### config.mk
export PLATFORM = sky130hd
export DESIGN_NAME = mult_div_unit_flat
export DESIGN_NICKNAME = d
export VERILOG_FILES = /design/src/rtl/mult_div_unit_if.sv /design/src/rtl/mult_div_unit.sv /design/src/flat_wrapper.sv
export SDC_FILE = /design/constraint.sdc
export NUM_CORES = 1
export LEC_CHECK = 0
export BUFFER_PORTS_ARGS = -buffer_cell sky130_fd_sc_hd__clkbuf_2
export CORE_ASPECT_RATIO = 1.25
export CORE_UTILIZATION = 55
export DETAILED_ROUTE_END_ITERATION = 12
export GPL_ROUTABILITY_DRIVEN = 0
export HOLD_SLACK_MARGIN = 0.08
export PLACE_DENSITY = 0.81
export SLEW_MARGIN = 20
export SYNTH_ARGS = -nofsm -noshare
export SYNTH_HDL_FRONTEND = slang
export SYNTH_SLANG_ARGS = --single-unit
### constraint.sdc
create_clock -name clk -period 9.93 [get_ports clk]
set_input_delay 2.979 -clock clk [delete_from_list [all_inputs] [get_ports clk]]
set_output_delay 2.979 -clock clk [all_outputs]
set_load 0.01 [all_outputs]
### src/rtl/mult_div_unit_if.sv
// rtl/mult_div_unit_if.sv - handshake/operand/result bundle for mult_div_unit
// Ports: MultCtrl/DivCtrl start strobes, Unsigned mode, A/B operands (master -> slave);
//        HI/LO results, Busy, MultStop/DivStop/DivZero completion pulses (slave -> master).
interface mult_div_unit_if #(parameter int WIDTH = 32);
  logic             MultCtrl;
  logic             DivCtrl;
  logic             Unsigned;
  logic [WIDTH-1:0] A;
  logic [WIDTH-1:0] B;
  logic [WIDTH-1:0] HI;
  logic [WIDTH-1:0] LO;
  logic             Busy;
  logic             MultStop;
  logic             DivStop;
  logic             DivZero;

  modport master (
    output MultCtrl, DivCtrl, Unsigned, A, B,
    input  HI, LO, Busy, MultStop, DivStop, DivZero
  );

  modport slave (
    input  MultCtrl, DivCtrl, Unsigned, A, B,
    output HI, LO, Busy, MultStop, DivStop, DivZero
  );
endinterface

### src/rtl/mult_div_unit.sv
// rtl/mult_div_unit.sv - multicycle signed/unsigned shift-add multiply and restoring divide
// Ports: clk (rising edge), reset (async, active low), bus (mult_div_unit_if.slave):
//        start strobes and operands in, HI/LO results, Busy and Stop/DivZero pulses out.
module mult_div_unit #(
  parameter int WIDTH = 32
) (
  input  logic            clk,
  input  logic            reset,
  mult_div_unit_if.slave  bus
);
  localparam int CW = $clog2(WIDTH + 1);

  typedef enum logic [1:0] {IDLE, RUN, FINISH, DZERO} state_t;

  state_t state_q, state_d;

  // acc holds {partial product, multiplier} for multiply and
  // {partial remainder, dividend/quotient} for divide; one spare top bit
  // catches the add carry / trial-subtract borrow.
  logic [2*WIDTH:0] acc_q;
  logic [WIDTH-1:0] opnd_q;     // multiplicand magnitude or divisor magnitude
  logic [CW-1:0]    cnt_q;
  logic             op_div_q;
  logic             neg_q;      // negate product / quotient at the end
  logic             neg_rem_q;  // remainder follows the dividend sign
  logic [WIDTH-1:0] hi_q, lo_q;
  logic             mstop_q, dstop_q, dzero_q;

  logic             a_neg, b_neg;
  logic [WIDTH-1:0] a_mag, b_mag;
  logic [WIDTH:0]   sum, shifted, diff;
  logic [2*WIDTH:0] step_mul, step_div;
  logic [2*WIDTH-1:0] prod, res_mul;
  logic [WIDTH-1:0] quo, rem;

  assign a_neg = !bus.Unsigned && bus.A[WIDTH-1];
  assign b_neg = !bus.Unsigned && bus.B[WIDTH-1];
  assign a_mag = a_neg ? -bus.A : bus.A;
  assign b_mag = b_neg ? -bus.B : bus.B;

  // One shift-add multiply step: add multiplicand when the low multiplier bit is set.
  assign sum      = acc_q[2*WIDTH:WIDTH] + (acc_q[0] ? {1'b0, opnd_q} : '0);
  assign step_mul = {sum, acc_q[WIDTH-1:0]} >> 1;

  // One restoring divide step: shift in the next dividend bit and trial-subtract.
  assign shifted  = {acc_q[2*WIDTH-1:WIDTH], acc_q[WIDTH-1]};
  assign diff     = shifted - {1'b0, opnd_q};
  assign step_div = diff[WIDTH] ? {shifted, acc_q[WIDTH-2:0], 1'b0}
                                : {diff,    acc_q[WIDTH-2:0], 1'b1};

  assign prod    = acc_q[2*WIDTH-1:0];
  assign res_mul = neg_q ? -prod : prod;
  assign quo     = acc_q[WIDTH-1:0];
  assign rem     = acc_q[2*WIDTH-1:WIDTH];

  always_ff @(posedge clk or negedge reset) begin
    if (!reset) state_q <= IDLE;
    else        state_q <= state_d;
  end

  always_comb begin
    state_d = state_q;
    case (state_q)
      IDLE: begin
        if (bus.MultCtrl)     state_d = RUN;
        else if (bus.DivCtrl) state_d = (bus.B == '0) ? DZERO : RUN;
      end
      RUN:     if (cnt_q == CW'(1)) state_d = FINISH;
      FINISH:  state_d = IDLE;
      DZERO:   state_d = IDLE;
      default: state_d = IDLE;
    endcase
  end

  always_ff @(posedge clk or negedge reset) begin
    if (!reset) begin
      acc_q     <= '0;
      opnd_q    <= '0;
      cnt_q     <= '0;
      op_div_q  <= 1'b0;
      neg_q     <= 1'b0;
      neg_rem_q <= 1'b0;
      hi_q      <= '0;
      lo_q      <= '0;
      mstop_q   <= 1'b0;
      dstop_q   <= 1'b0;
      dzero_q   <= 1'b0;
    end else begin
      mstop_q <= 1'b0;
      dstop_q <= 1'b0;
      dzero_q <= 1'b0;
      case (state_q)
        IDLE: begin
          if (bus.MultCtrl) begin
            acc_q    <= {{(WIDTH+1){1'b0}}, b_mag};
            opnd_q   <= a_mag;
            neg_q    <= a_neg ^ b_neg;
            op_div_q <= 1'b0;
            cnt_q    <= CW'(WIDTH);
          end else if (bus.DivCtrl && bus.B != '0) begin
            acc_q     <= {{(WIDTH+1){1'b0}}, a_mag};
            opnd_q    <= b_mag;
            neg_q     <= a_neg ^ b_neg;
            neg_rem_q <= a_neg;
            op_div_q  <= 1'b1;
            cnt_q     <= CW'(WIDTH);
          end
        end
        RUN: begin
          acc_q <= op_div_q ? step_div : step_mul;
          cnt_q <= cnt_q - 1'b1;
        end
        FINISH: begin
          if (op_div_q) begin
            lo_q    <= neg_q ? -quo : quo;
            hi_q    <= neg_rem_q ? -rem : rem;
            dstop_q <= 1'b1;
          end else begin
            {hi_q, lo_q} <= res_mul;
            mstop_q      <= 1'b1;
          end
        end
        DZERO: begin
          dstop_q <= 1'b1;
          dzero_q <= 1'b1;
        end
        default: ;
      endcase
    end
  end

  assign bus.HI       = hi_q;
  assign bus.LO       = lo_q;
  assign bus.Busy     = (state_q == RUN) || (state_q == FINISH);
  assign bus.MultStop = mstop_q;
  assign bus.DivStop  = dstop_q;
  assign bus.DivZero  = dzero_q;
endmodule

### src/flat_wrapper.sv
// flat-port wrapper written by rule: the top's interface ports become plain ports
module mult_div_unit_flat 
#(
  parameter int WIDTH = 32
)
  (clk, reset, bus_MultCtrl, bus_DivCtrl, bus_Unsigned, bus_A, bus_B, bus_HI, bus_LO, bus_Busy, bus_MultStop, bus_DivStop, bus_DivZero);
  mult_div_unit_if #(.WIDTH(WIDTH)) bus_i ();
  input  logic clk;
  input  logic reset;
  input wire logic [$bits(bus_i.MultCtrl)-1:0] bus_MultCtrl;
  input wire logic [$bits(bus_i.DivCtrl)-1:0] bus_DivCtrl;
  input wire logic [$bits(bus_i.Unsigned)-1:0] bus_Unsigned;
  input wire logic [$bits(bus_i.A)-1:0] bus_A;
  input wire logic [$bits(bus_i.B)-1:0] bus_B;
  output wire logic [$bits(bus_i.HI)-1:0] bus_HI;
  output wire logic [$bits(bus_i.LO)-1:0] bus_LO;
  output wire logic [$bits(bus_i.Busy)-1:0] bus_Busy;
  output wire logic [$bits(bus_i.MultStop)-1:0] bus_MultStop;
  output wire logic [$bits(bus_i.DivStop)-1:0] bus_DivStop;
  output wire logic [$bits(bus_i.DivZero)-1:0] bus_DivZero;
  assign bus_i.MultCtrl = bus_MultCtrl;
  assign bus_i.DivCtrl = bus_DivCtrl;
  assign bus_i.Unsigned = bus_Unsigned;
  assign bus_i.A = bus_A;
  assign bus_i.B = bus_B;
  assign bus_HI = bus_i.HI;
  assign bus_LO = bus_i.LO;
  assign bus_Busy = bus_i.Busy;
  assign bus_MultStop = bus_i.MultStop;
  assign bus_DivStop = bus_i.DivStop;
  assign bus_DivZero = bus_i.DivZero;
  mult_div_unit #(.WIDTH(WIDTH)) u_core (.clk(clk), .reset(reset), .bus(bus_i));
endmodule
==> flow_summary_export.csv <==
group,metric,value,unit
finish,mostFrequentLayoutCell,"nor2_1",
synthesis,ys.flop_type,"dfrtp_1",
timing,rsz0062_at_grt,"no",
setup_path,path_delay_family,"simple AND/OR/NAND/NOR gates",
timing,skew,12.3,ps
power,p_leak,0.00714,uW
synthesis,synth_fp_nets,1981,
setup_path,critPathCaptureType,"flop",
synthesis,synthCells,1835,
timing,final_hold_viol_count,0,
timing,fmax,159,MHz
timing,period_share,63.5,%
synthesis,yosysWarningCount,0,
job,cap_viol_max_count,0,
synthesis,synth-seq-cells,175,
timing,fin_hold_ws,483,ps
floorplan,initial_core_util,55.9,%
global_routing,antenna_found_initial,0,
global_routing,grt_pass1_wl,68.7,mm
run_status,outcome,"finished, final reports clean",
clocking,h-tree-depth,4,
placement,post-place-ws,3200,ps
finish,area_growth,10.0,%
floorplan,io_pins,137,
timing,worst_slew_pin_slew,1060,ps
clocking,root_buffer,"clkbuf_16",
setup_path,cp_slowest_cell,"buf_4",
timing,fin_tns_setup,0,ps
floorplan,die_w,147,um
timing,fin_crit,6310,ps
synthesis,synth_edf_count,0,
power,power.density,377,nW/um2
floorplan,die_area,27000,um2
routing,ant_nets,0,
floorplan,rows,66,
clocking,cts_hold_buf,0,
floorplan,dieHeight,183,um
routing,drcViolationCount,0,
setup_path,cp.required,10250,ps
setup_path,cp.depth,13,
clocking,clkLatencyLatePin,450,ps
setup_path,cp_cell_sequence,"clkbuf_2, nor4_2, nand2b_1, or4_1, or4_4, o41a_4, o22ai_4, buf_4, nor2_2, nand2_4, nor2_1, a222oi_1, o21ai_1",
clocking,post_cts_buffers,0,
global_routing,overflow,0,
hold_path,hold_path_class,"flop to flop",
clocking,cts_buffer_depth,2,
synthesis,synthArstFlopShare,100,%
placement,dp.final_hpwl,32.2,mm
clocking,path_clk_slew,70,ps
timing,fin_ws,3620,ps
finish,final_nets,2053,
setup_path,crit_fanout,102,
timing,setup_viol,0,
clocking,cts-buffers-inserted,17,
routing,firstDrtPassIters,7,
synthesis,syn-mean-instance-area,7.90,um2
hold_path,hold_depth,2,
routing,wl,43.0,mm
setup_path,cp_num_buf_inv,2,
routing,wl_per_cell,19.0,um
global_routing,first_global_vias,13400,
setup_path,critPathLaunchType,"input pin",
routing,first_iter_violations,1379,
setup_path,cp.arrival,6630,ps
synthesis,syn_area,14500,um2
clocking,post_cts_resized,0,
clocking,clock_sinks,175,
setup_path,critPathKind,"input pin to flop",
timing,slew_violations,0,
synthesis,synth_cell_types,75,
synthesis,ys_seq_area_share,30.2,%
power,vdd_ir_drop_max,0.000177,V
routing,vias,14100,
placement,portBuffers,136,
global_routing,grt_max_degree,116,
finish,most-common-layout-cells,"237 x nor2_1, 224 x a21oi_1, 174 x dfrtp_1",
finish,drive_gt1_share,13.5,%
setup_path,cpPeakStageDelay,760,ps
floorplan,core-area,25900,um2
timing,relSlewSlack,29.3,%
finish,antenna_cells,0,
routing,viasPerCell,6.22,
global_routing,grt_usage,32.3,%
finish,fillCellCount,2277,
clocking,cts_tree,"done",
setup_path,r2r_cells,17,
==> flip-flops by register name, indices dropped and copies added, names as in the netlist <==
register,count
u_core.state_q,2
u_core.op_div_q,1
u_core.bus.DivZero,1
u_core.bus.DivStop,1
u_core.cnt_q,6
u_core.bus.HI,32
u_core.bus.MultStop,1
u_core.acc_q,65
u_core.neg_rem_q,1
u_core.neg_q,1
u_core.opnd_q,32
u_core.bus.LO,32
==> final cells by class <==
class,count,area [um2],share of cell area (%)
multi-input cells,1493,9490,59.5
flip-flops and latches,175,4380,27.5
repair buffers,149,787,4.94
clock buffers,17,425,2.67
well taps,340,425,2.67
inverters,71,267,1.67
clock inverters,15,170,1.07
==> cell families (layout without fill, tap and decap cells) <==
| logic type | Yosys count | in the layout | synth area share [%] |
|---|---|---|---|
| compound gates | 590 | 590 | 24.7 |
| xor+xnor | 171 | 171 | 10.3 |
| fa+ha+maj | 77 | 77 | 6.75 |
| buf+inv | 167 | 252 | 4.52 |
| flops | 175 | 175 | 30.2 |
| mux | 67 | 67 | 5.04 |
| simple gates | 588 | 588 | 18.4 |
==> path summary, 6_finish.rpt <==
path | startpoint | endpoint | slack, ps
setup / recovery | bus_B[15] | u_core.acc_q[53] | 3620
hold / removal | u_core.opnd_q[15] | u_core.opnd_q[15] | 480
setup reg to reg | u_core.acc_q[38] | u_core.acc_q[63] | 4410
hold reg to reg | u_core.opnd_q[15] | u_core.opnd_q[15] | 480
max in group asynchronous | reset | u_core.op_div_q | 5690
min in group asynchronous | reset | u_core.bus.LO[11] | 2590
==> per-stage QoR <==
step,power (uW),std cells,utilization [%],instance area (um2)
2_1_floorplan,4190,1835,-,14500
3_3_place_gp,5110,2228,59.2,15300
5_1_grt,6450,2260,61.5,15900
4_1_cts,5940,2260,61.5,15900
3_5_place_dp,5220,2228,59.2,15300
6_report,6010,2260,61.5,15900
==> cell usage after synthesis, drive strengths merged, types with 21 or more instances <==
cell / n / area share [%]
a211oi: 40 / 2.1
a21o: 24 / 1.2
a21oi: 224 / 7.7
buf: 27 / 0.89
clkbuf: 69 / 1.8
dfrtp: 175 / 30
ha: 75 / 6.5
inv: 70 / 1.8
mux2: 48 / 3.7
nand2: 174 / 4.6
nand2b: 31 / 1.3
nand3: 21 / 0.73
nor2: 240 / 6.3
nor3: 33 / 1.1
o211ai: 22 / 1.1
o21ai: 164 / 5.7
o31ai: 23 / 1.2
xnor2: 91 / 5.5
xor2: 80 / 4.8
==> metal layers <==
layer | share of wire, % | up-vias | global-route usage, %
met3 | 6.1 | 182 | 4.44
met4 | 7.5 | 0 | 23.3
met1 | 38 | 6560 | 37.8
met5 | 0 | - | 0
li1 | - | 6671 | -
met2 | 48 | 650 | 54.2
==> report_power, final <==
part           total [uW]  switching [uW]  internal [uW]
Combinational        3850            2350           1500
Clock                 679             341            339
Sequential           1480             436           1040
==> tightest hold or removal path: cells and delay by family, from the launching register on <==
kind / cells / cell delay (ps)
and+or+nand+nor: 1 / 50
DFF: 1 / 350
AOI/OAI and AO/OA: 1 / 60
(Power assumes the default switching activity.)
